`config.mk`:
```
export PLATFORM = sky130hd
export DESIGN_NAME = led_pattern_ctrl
export DESIGN_NICKNAME = d
export VERILOG_FILES = /design/src/rtl/led_pattern_ctrl.sv
export SDC_FILE = /design/constraint.sdc
export NUM_CORES = 1
export LEC_CHECK = 0
export CORE_UTILIZATION = 35
export DETAILED_ROUTE_END_ITERATION = 12
export GPL_ROUTABILITY_DRIVEN = 0
export HOLD_SLACK_MARGIN = 0.02
export REMOVE_ABC_BUFFERS = 1
export SLEW_MARGIN = 20
export SYNTH_ARGS = -nofsm -noshare
export SYNTH_HDL_FRONTEND = slang
export SYNTH_SLANG_ARGS = --single-unit
export TNS_END_PERCENT = 30
```
`constraint.sdc`:
```
create_clock -name clk -period 3.48 [get_ports clk]
set_input_delay 1.044 -clock clk [delete_from_list [all_inputs] [get_ports clk]]
set_output_delay 1.044 -clock clk [all_outputs]
set_load 0.05 [all_outputs]
```
`src/rtl/led_pattern_ctrl.sv`:
```
// Top-level LED bar driver: debounced mode/speed buttons select one of four
// active-low patterns, stepped by a speed-dependent prescaler.
module led_pattern_ctrl #(
   parameter int BASE_DIV   = 2_097_152,
   parameter int DEB_CYCLES = 500_000
) (
   input  logic       clk,
   input  logic       rst,
   input  logic       key_mode_n,
   input  logic       key_speed_n,
   output logic [7:0] out,
   output logic [1:0] mode,
   output logic [1:0] speed,
   output logic       step
);

   localparam int PW = $clog2(8 * BASE_DIV);
   localparam int DW = $clog2(DEB_CYCLES + 1);

   typedef enum logic [1:0] {
      SHIFT  = 2'd0,
      BOUNCE = 2'd1,
      FILL   = 2'd2,
      BLINK  = 2'd3
   } state_t;

   state_t        state;
   state_t        state_next;
   logic [1:0]    key_raw;
   logic [1:0]    sync1;
   logic [1:0]    sync2;
   logic [1:0]    stable;
   logic [1:0]    press;
   logic [DW-1:0] deb_cnt [2];
   logic          press_mode;
   logic          press_speed;
   logic          any_press;
   logic [PW-1:0] presc;
   logic [PW-1:0] period_m1;
   logic [3:0]    pos;
   logic [3:0]    pos_last;
   logic [2:0]    led_idx;
   logic [7:0]    led_pattern;

   assign key_raw     = {key_speed_n, key_mode_n};
   assign press_mode  = press[0];
   assign press_speed = press[1];
   assign any_press   = press_mode | press_speed;

   // Bit 0 is the mode key, bit 1 the speed key; only a settled 1->0 change yields a press.
   always_ff @(posedge clk or negedge rst) begin
      if (!rst) begin
         sync1  <= 2'b11;
         sync2  <= 2'b11;
         stable <= 2'b11;
         press  <= 2'b00;
         for (int k = 0; k < 2; k++) deb_cnt[k] <= '0;
      end else begin
         sync1 <= key_raw;
         sync2 <= sync1;
         for (int k = 0; k < 2; k++) begin
            press[k] <= 1'b0;
            if (sync2[k] == stable[k]) begin
               deb_cnt[k] <= '0;
            end else if (deb_cnt[k] == DW'(DEB_CYCLES - 1)) begin
               stable[k]  <= sync2[k];
               deb_cnt[k] <= '0;
               press[k]   <= ~sync2[k];
            end else begin
               deb_cnt[k] <= deb_cnt[k] + 1'b1;
            end
         end
      end
   end

   always_comb begin
      period_m1 = PW'(8 * BASE_DIV - 1);
      case (speed)
         2'd0:    period_m1 = PW'(8 * BASE_DIV - 1);
         2'd1:    period_m1 = PW'(4 * BASE_DIV - 1);
         2'd2:    period_m1 = PW'(2 * BASE_DIV - 1);
         default: period_m1 = PW'(BASE_DIV - 1);
      endcase
   end

   // Any press restarts the step interval, so a press and a wrap never both act.
   assign step = (presc == period_m1) && !any_press;

   always_ff @(posedge clk or negedge rst) begin
      if (!rst) begin
         presc <= '0;
         speed <= 2'd0;
      end else begin
         if (any_press || presc == period_m1) presc <= '0;
         else                                 presc <= presc + 1'b1;
         if (press_speed) speed <= speed + 2'd1;
      end
   end

   always_ff @(posedge clk or negedge rst) begin
      if (!rst) state <= SHIFT;
      else      state <= state_next;
   end

   always_comb begin
      state_next = state;
      if (press_mode) begin
         case (state)
            SHIFT:   state_next = BOUNCE;
            BOUNCE:  state_next = FILL;
            FILL:    state_next = BLINK;
            default: state_next = SHIFT;
         endcase
      end
   end

   // Pattern decode: pos_last is the final position of the current pattern's cycle.
   always_comb begin
      mode        = state;
      pos_last    = 4'd7;
      led_idx     = pos[2:0];
      led_pattern = 8'hFF;
      case (state)
         SHIFT: begin
            pos_last    = 4'd7;
            led_pattern = ~(8'b1 << pos[2:0]);
         end
         BOUNCE: begin
            pos_last    = 4'd13;
            led_idx     = (pos < 4'd8) ? pos[2:0] : 3'(4'd14 - pos);
            led_pattern = ~(8'b1 << led_idx);
         end
         FILL: begin
            pos_last    = 4'd8;
            led_pattern = 8'hFF << pos;
         end
         default: begin
            pos_last    = 4'd1;
            led_pattern = (pos == 4'd0) ? 8'h00 : 8'hFF;
         end
      endcase
   end

   always_ff @(posedge clk or negedge rst) begin
      if (!rst) begin
         pos <= 4'd0;
         out <= 8'hFF;
      end else begin
         if (press_mode)            pos <= 4'd0;
         else if (step)             pos <= (pos == pos_last) ? 4'd0 : pos + 4'd1;
         out <= led_pattern;
      end
   end

endmodule
```
==> results of run 1 <==
[cells in the final DEF (no fill, tap or decap), types with 3 or more instances in the layout]
master and instances:
clkdlybuf4s50_1 14, nand4_1 10, nor2_1 76, ha_1 19
nor2b_1 3, dfstp_2 14, mux2_2 5, xor2_1 33
and3_1 9, a21oi_1 8, inv_1 19, and4_1 5
nor3_1 12, and2_1 3, clkbuf_16 9, nand2_1 36
dfrtp_1 72, xnor2_1 31, o21ai_0 14, a221oi_1 3
nor4_1 5, nand3_1 22
[cells by family after synthesis]
logic type	share of synthesized area, %
buf+inv	2.586
xor+xnor	12.73
compound gates	4.917
fa+ha+maj	5.399
flops	49.28
simple gates	23.36
mux	1.733
[layout make-up]
cell class	instances	share of cell area, %
Sequential cell	86	43.01
Clock inverter	4	0.9673
Clock buffer	12	4.886
Multi-Input combinational cell	328	42.01
Inverter	19	1.414
Tap cell	168	4.167
Timing Repair Buffer	17	3.547
[power by group through the flow]
stage / Clock (uW) / Combinational [uW] / Sequential (uW)
global placement: 0 / 41.0 / 1030
CTS: 984 / 41.5 / 1020
floorplan: 0 / 14.2 / 1030
global route: 1020 / 47.8 / 1020
finish: 955 / 39.3 / 1020
detailed placement: 0 / 41.4 / 1030
[registers in the layout, summed over array words and instances, names as in the netlist]
signal,flops
deb_cnt,38
presc,24
out,8
pos,4
mode,2
press,2
speed,2
stable,2
sync1,2
sync2,2
[routing by layer]
metal | GRT usage (%) | wire, um | up-vias
met5 | 0 | 0 | -
met4 | 3.896 | 95 | 0
met3 | 3.388 | 220 | 13
met2 | 22.87 | 3727 | 37
met1 | 17.20 | 3669 | 1461
li1 | - | - | 1524
[per-stage QoR]
| stage | total power (uW) | setup WS (ns) | hold WS, ns |
|---|---|---|---|
| after floorplan | 1048 | 0.2442 | 0.3452 |
| after global placement | 1076 | 0.5668 | 0.3464 |
| after detailed placement | 1076 | 0.5036 | 0.3478 |
| after CTS | 2042 | 0.1388 | 0.3567 |
| after global routing | 2087 | 0.02028 | 0.3580 |
| final | 2011 | 0.1674 | 0.3550 |
[path summary, 6_finish.rpt]
kind | slack (ns) | to | depth (start not counted)
max in group asynchronous | 2.06 | out[1] | 2
worst min register to register | 0.36 | sync2[1] | 0
min in group asynchronous | 0.74 | deb_cnt[28] | 1
worst min-delay path | 0.36 | sync2[1] | 0
worst max register to register | 1.04 | presc[11] | 8
worst max-delay path | 0.17 | step | 8
==> results.toml, run 1 <==
[status]
outcome = "completed"

[final_layout]
utilization_pct = 41.48
final_area_sq_um = 5045
fillerInstances = 1152
ff_latch_area_sq_um = 2170
multi_input_area_sq_um = 2120
area_delta_synth_final_pct = 14.58
post_route_cells_drive_above_1_share_pct = 9.657
stdcell_count = 634
fin_nets = 484
diodes = 0

[pwr]
p_switching_uw = 415.7
p_int_uw = 1596
power_density_nw_per_um2 = 398.7
clkPwrFrac_pct = 47.5
swShare_pct = 20.67
pwr-share-seq_pct = 50.6
leakage_uw = 0.002152
ir_drop_mv = 0.2450
power_frac_comb_pct = 2.0

[die]
die-height_um = 114.2
core_sq_um = 12160
num_rows = 40
dieArea_sq_um = 13030
chipWidth_um = 114.2
initial_core_util_pct = 36.20
ios = 17

[detailed_routing]
drt.antenna.violating_nets = 0
drc_errors = 0
via_per_inst = 4.787
routedWlPerCell_um = 12.16
drtIter0Drc = 142
wirelength_mm = 7.712
drt-pass1-iter-count = 6
vias = 3035

[critical_path]
path_buf_inv = 3
arrival_ns = 2.27
critPathSlowestCell = "dfrtp_1"
crit_fanout = 5
worst_path_largest_cell_delay_ns = 0.42
crit_chain = "inv_1 -> ha_1 -> or3b_1 -> a21oi_1 -> o311a_1 -> nand3_2 -> inv_1 -> buf_12"
worst-setup-path-type = "reg2out"
path_delay_family = "simple AND/OR/NAND/NOR gates"
worst_setup_path_start_kind = "flop"
crit_start = "speed[0]"
worstPathRequired_ns = 2.44
worstSetupEndpointType = "output port"
r2r-start = "speed[0]"
cp_common_cell = "inv_1"

[timing]
finalMaxSlewViolations = 0
grt_setup_unrepaired = "no"
tns_ns = 0
period_minus_slack_ns = 3.313
finalHoldViolCount = 0
clock.fmax_mhz = 301.9
worst_slew_pin_slew_ns = 0.7328
slew_headroom_pct = 51.03
period_share_pct = 95.19
setup_viol = 0
skew_ns = 0.007220

[global_route]
grt_pass1_wl_mm = 14.23
grt_antenna_before_repair = 0
grt.overflow.total = 0
grt_usage_pct = 13.54
grt_pass1_vias = 3134
grt_max_degree = 81

[hold_path]
hold_class = "reg2reg"
holdCritStartpoint = "sync1[1]"

[logic_synthesis]
postSynthCellCount = 442
ys.flop_type = "dfrtp_1"
synth_edf_count = 0
ys_seq_area_share_pct = 49.28
synth_warnings = 0
synth-seq-cells = 86
avgSynthCellArea_sq_um = 9.961
synth_area_sq_um = 4403
synth_cell_types = 50
synth.top_cell.area_share_pct = 40.92
async_reset_ff_share_pct = 100.0
synth.largest_area_cell = "dfrtp_1"
synthTopCellsByCount = "nor2_1 (76), dfrtp_1 (72), nand2_1 (36)"
synth_most_common_cell = "nor2_1"
ys_top_cells_by_area = "dfrtp_1 (41%), dfstp_2 (8.4%), xor2_1 (6.6%), nor2_1 (6.5%), xnor2_1 (6.2%)"

[clocking]
htreeDepth = 3
cts_tree = "built"
cts_resized = 0
ctsHoldBuffers = 0
path_clk_slew_ns = 0.06
cts_buffer_depth = 2
insertion_delay_ns = 0.33
cts_inserted_buffers = 9
cts_setup_buffers = 0
clock-sinks = 86
clockRootBuffer = "clkbuf_16"

[place]
io_buffers = 16
place_hpwl_mm = 5.281
dpl_cell_area_sq_um = 4746
dp_cells = 618

[job]
drv_cap = 0
Power figures use the tool's default switching activity.
==> inputs of run 2 (changes only) <==
SLEW_MARGIN = 25   (was 20)
clock period = 3.7 ns   (was 3.48 ns; I/O delays follow)
==> run 2 against run 1 <==
Compared with the run above: via count is the same; wire length grew 0.65%; critical path depth is the same; sequential share of layout area shrank 0.15 points; hold slack gained 0.00070 ns; flip-flop and latch count is the same; clock-buffer cell count is the same; first-iteration DRC count grew 4.9%; critical path type unchanged; highest routed layer unchanged.
==> results.toml, run 2 (same netlist as run 1, synthesis figures left out) <==
[critical_path]
worstSetupEndpointType = "output port"
crit_fanout = 5
arrival_ns = 2.28
crit_chain = "inv_1 -> ha_1 -> or3b_1 -> a21oi_1 -> o311a_1 -> nand3_2 -> inv_1 -> buf_12"
worst_path_largest_cell_delay_ns = 0.42
critPathSlowestCell = "dfrtp_1"
path_delay_family = "simple AND/OR/NAND/NOR gates"
worst_setup_path_start_kind = "flop"
r2r-start = "speed[0]"
rrSetupSlack_ns = 1.27
reg2reg_to = "presc[21]"
cp_common_cell = "inv_1"
rr_worst_depth = 8
worstPathRequired_ns = 2.59
path_buf_inv = 3
worst-setup-path-type = "reg2out"

[die]
core_sq_um = 12160
die-height_um = 114.2
chipWidth_um = 114.2
dieArea_sq_um = 13030
ios = 17
num_rows = 40
initial_core_util_pct = 36.20

[global_route]
grt.overflow.total = 0
grt_max_degree = 87
grt_antenna_before_repair = 0
grt_usage_pct = 13.42
grt_pass1_wl_mm = 14.03
grt_pass1_vias = 3058

[final_layout]
stdcell_count = 633
fillerInstances = 1155
largest_reg_flops = 38
final_cell_mix = "nor2_1 (76), dfrtp_1 (72), nand2_1 (36)"
fin_nets = 483
largest-register = "deb_cnt"
ff_latch_area_sq_um = 2170
area_delta_synth_final_pct = 14.98
diodes = 0
reg_top3 = "deb_cnt x38, presc x24, out x8"
post_route_cells_drive_above_1_share_pct = 9.892
multi_input_area_sq_um = 2120
layout_commonest_cell = "nor2_1"

[timing]
worst_hold_slack_ns = 0.3557
finalHoldViolCount = 0
tns_ns = 0
finalMaxSlewViolations = 0
period_minus_slack_ns = 3.386
period_share_pct = 91.52
clock.fmax_mhz = 295.3
fin_ws_ns = 0.3138
skew_ns = 0.004369
setup_viol = 0
slew_headroom_pct = 49.49
worst_slew_pin_slew_ns = 0.7577
grt_setup_unrepaired = "no"

[clocking]
cts_buffer_depth = 2
insertion_delay_ns = 0.34
path_clk_slew_ns = 0.06
htreeDepth = 3
clockRootBuffer = "clkbuf_16"
cts_inserted_buffers = 9
ctsHoldBuffers = 0
clock-sinks = 86
cts_setup_buffers = 0
cts_resized = 0
cts_tree = "built"

[detailed_routing]
drc_errors = 0
wirelength_mm = 7.762
via_per_inst = 4.795
vias = 3035
drt-pass1-iter-count = 6
routedWlPerCell_um = 12.26
drt.antenna.violating_nets = 0
drtIter0Drc = 149

[pwr]
power_uw = 1941
leakage_uw = 0.002152
ir_drop_mv = 0.2655
power_density_nw_per_um2 = 383.4

[job]
drv_cap = 0

[hold_path]
holdCritStartpoint = "sync1[1]"
hold_path_depth = 0
hold_class = "reg2reg"
whs_endpoint = "sync2[1]"

[place]
dp_cells = 617
place_ws_ns = 0.6744
place_hpwl_mm = 5.251
io_buffers = 16

[status]
outcome = "completed"
## run 2: cell type report
type,count,area share [%]
Clock inverter,4,1.063
Multi-Input combinational cell,328,41.87
Inverter,19,1.409
Timing Repair Buffer,16,3.386
Sequential cell,86,42.86
Tap cell,168,4.152
Clock buffer,12,5.264
## run 2: worst max-delay path by stage
stage	start	to	cells after the start
6_report	speed[0]	step	8
5_1_grt	speed[0]	step	8
4_1_cts	speed[0]	step	8
3_5_place_dp	speed[0]	step	8
3_3_place_gp	speed[0]	step	8
2_1_floorplan	speed[0]	step	7
## run 2: layer usage
| layer | global-route usage (%) | vias to the layer above | part of all wire, % |
|---|---|---|---|
| li1 | - | 1524 | - |
| met2 | 22.22 | 29 | 48 |
| met3 | 3.176 | 13 | 2.6 |
| met1 | 17.00 | 1469 | 48 |
| met4 | 5.195 | 0 | 1.6 |
| met5 | 0 | - | 0 |
## run 2: where the power goes
| group | switching [uW] | internal (uW) | total (uW) | leakage [uW] |
|---|---|---|---|---|
| clock network | 369 | 579 | 948 | 0.000151 |
| logic | 27.4 | 9.17 | 36.5 | 0.000867 |
| registers | 6.14 | 950 | 956 | 0.00113 |
## run 2: per-stage QoR
step | util [%] | cell area, sq um
2_1_floorplan | - | 4360
3_3_place_gp | 38.96 | 4738
3_5_place_dp | 38.99 | 4742
4_1_cts | 41.63 | 5062
5_1_grt | 41.63 | 5062
6_report | 41.63 | 5062
==> inputs of run 3 (changes only) <==
SKIP_CTS_REPAIR_TIMING = 1   (was unset)
clock period = 3.2 ns   (was 3.7 ns; I/O delays follow)
==> run 3 against run 2 <==
Compared with the run above: combinational power up 25%; first-iteration DRC count down 13%; clock power up 1%; hold slack about the same; critical endpoint unchanged; critical path depth unchanged.
==> results.toml, run 3 (same netlist as run 1, synthesis figures left out) <==
[pwr]
power_uw = 2111
ir_drop_mv = 0.2263
leakage_uw = 0.002160
power_density_nw_per_um2 = 416.7

[critical_path]
worstSetupEndpointType = "output port"
crit_fanout = 4
arrival_ns = 2.10
worst_setup_path_start_kind = "flop"
worst-setup-path-type = "reg2out"
worstPathRequired_ns = 2.24
critPathSlowestCell = "or3b_1"
crit_chain = "inv_1 -> ha_1 -> or3b_1 -> a21oi_1 -> o311a_1 -> nand3_2 -> inv_2 -> buf_12"
worst_path_largest_cell_delay_ns = 0.38

[final_layout]
stdcell_count = 640
largest_reg_flops = 38
post_route_cells_drive_above_1_share_pct = 11.44
fillerInstances = 1170
final_area_sq_um = 5066
area_delta_synth_final_pct = 15.06
final_cell_mix = "nor2_1 (76), dfrtp_1 (71), nand2_1 (36)"
fin_nets = 490
reg_top3 = "deb_cnt x38, presc x24, out x8"
largest-register = "deb_cnt"
layout_commonest_cell = "nor2_1"
diodes = 0

[clocking]
htreeDepth = 3
clock-sinks = 86
clockRootBuffer = "clkbuf_16"
path_clk_slew_ns = 0.06
insertion_delay_ns = 0.33
cts_inserted_buffers = 9
cts_tree = "built"
cts_buffer_depth = 2

[timing]
period_share_pct = 95.48
setup_viol = 0
worst_slew_pin_slew_ns = 0.7325
slew_headroom_pct = 51.05
worst_hold_slack_ns = 0.3556
period_minus_slack_ns = 3.055
finalHoldViolCount = 0
skew_ns = 0.006744
fin_ws_ns = 0.1446
grt_setup_unrepaired = "no"
finalMaxSlewViolations = 0
clock.fmax_mhz = 327.3

[job]
drv_cap = 0

[die]
core_sq_um = 12160
num_rows = 40
dieArea_sq_um = 13030
die-height_um = 114.2
chipWidth_um = 114.2
ios = 17
initial_core_util_pct = 36.20

[global_route]
grt.met1_usage_pct = 17.25
grt_usage_pct = 13.33
grt_antenna_before_repair = 0
grt_util_met3_pct = 4.023
grt_max_degree = 37
grt_pass1_wl_mm = 13.85
grt.overflow.total = 0
gr-usage-met2_pct = 21.70
grt_pass1_vias = 3017
top_usage_layer = "met2"

[place]
dpl_cell_area_sq_um = 4768
place_ws_ns = 0.3241
io_buffers = 16
dp_cells = 621
place_hpwl_mm = 5.536

[detailed_routing]
wirelength_mm = 7.858
routedWlPerCell_um = 12.28
drt.antenna.violating_nets = 0
vias = 3072
drtIter0Drc = 129
drt-pass1-iter-count = 4
via_per_inst = 4.800
drc_errors = 0

[status]
outcome = "completed"

[hold_path]
hold_class = "reg2reg"
## run 3: cell count changes in the layout (fill, tap and decap cells not counted), sizes merged
| cell | previous run | this run |
|---|---|---|
| buf | 2 | 9 |
| bufinv | 1 | 0 |
| clkbuf | 12 | 11 |
| clkinv | 1 | 3 |
| clkinvlp | 2 | 1 |
| inv | 19 | 20 |
## run 3: report_power, final
| part | internal [uW] | switching, uW | total (uW) |
|---|---|---|---|
| registers | 1100 | 7.38 | 1110 |
| logic | 12.5 | 33.1 | 45.6 |
| clock network | 528 | 431 | 959 |
| total | 1640 | 472 | 2110 |
## run 3: path summary, 6_finish.rpt
path / startpoint / to / slack (ns) / cells after the start
min in group asynchronous: rst / deb_cnt[28] / 0.57 / 1
max in group asynchronous: rst / out[5] / 1.95 / 2
min reg2reg: sync1[0] / sync2[0] / 0.36 / 0
min: sync1[0] / sync2[0] / 0.36 / 0
max reg2reg: speed[0] / presc[22] / 0.90 / 8
max: speed[0] / step / 0.14 / 8
## run 3: worst max-delay path: cells and delay by family, from the launching register on
family	cells	cell delay (ns)
AND/OR/NAND/NOR	2	0.51
AO/OA/AOI/OAI	2	0.37
adder cells (fa/ha/maj)	1	0.23
buffers and inverters	3	0.28
flip-flops	1	0.37
## run 3: per-layer routing
layer / share of wire [%] / vias up / routed length (um)
li1: - / 1540 / -
met1: 47 / 1487 / 3723
met2: 48 / 37 / 3807
met3: 3.2 / 8 / 252
met4: 0.97 / 0 / 76
met5: 0 / - / 0
## run 3: metrics by stage
step | utilization [%] | setup TNS [ns]
after global routing | 41.66 | 0
after detailed placement | 39.21 | 0
after global placement | 39.21 | 0
final | 41.66 | 0
after CTS | 41.41 | -0.04745
after floorplan | - | 0
## run 3: final cells by class
type	count	area (sq um)	area share [%]
sequential	86	2171	42.85
multi-input combinational	328	2126	41.96
tap	168	210.2	4.149
clock buffer	11	232.7	4.594
timing repair buffer	23	220.2	4.347
clock inverter	5	35.03	0.6915
inverter	19	71.32	1.408
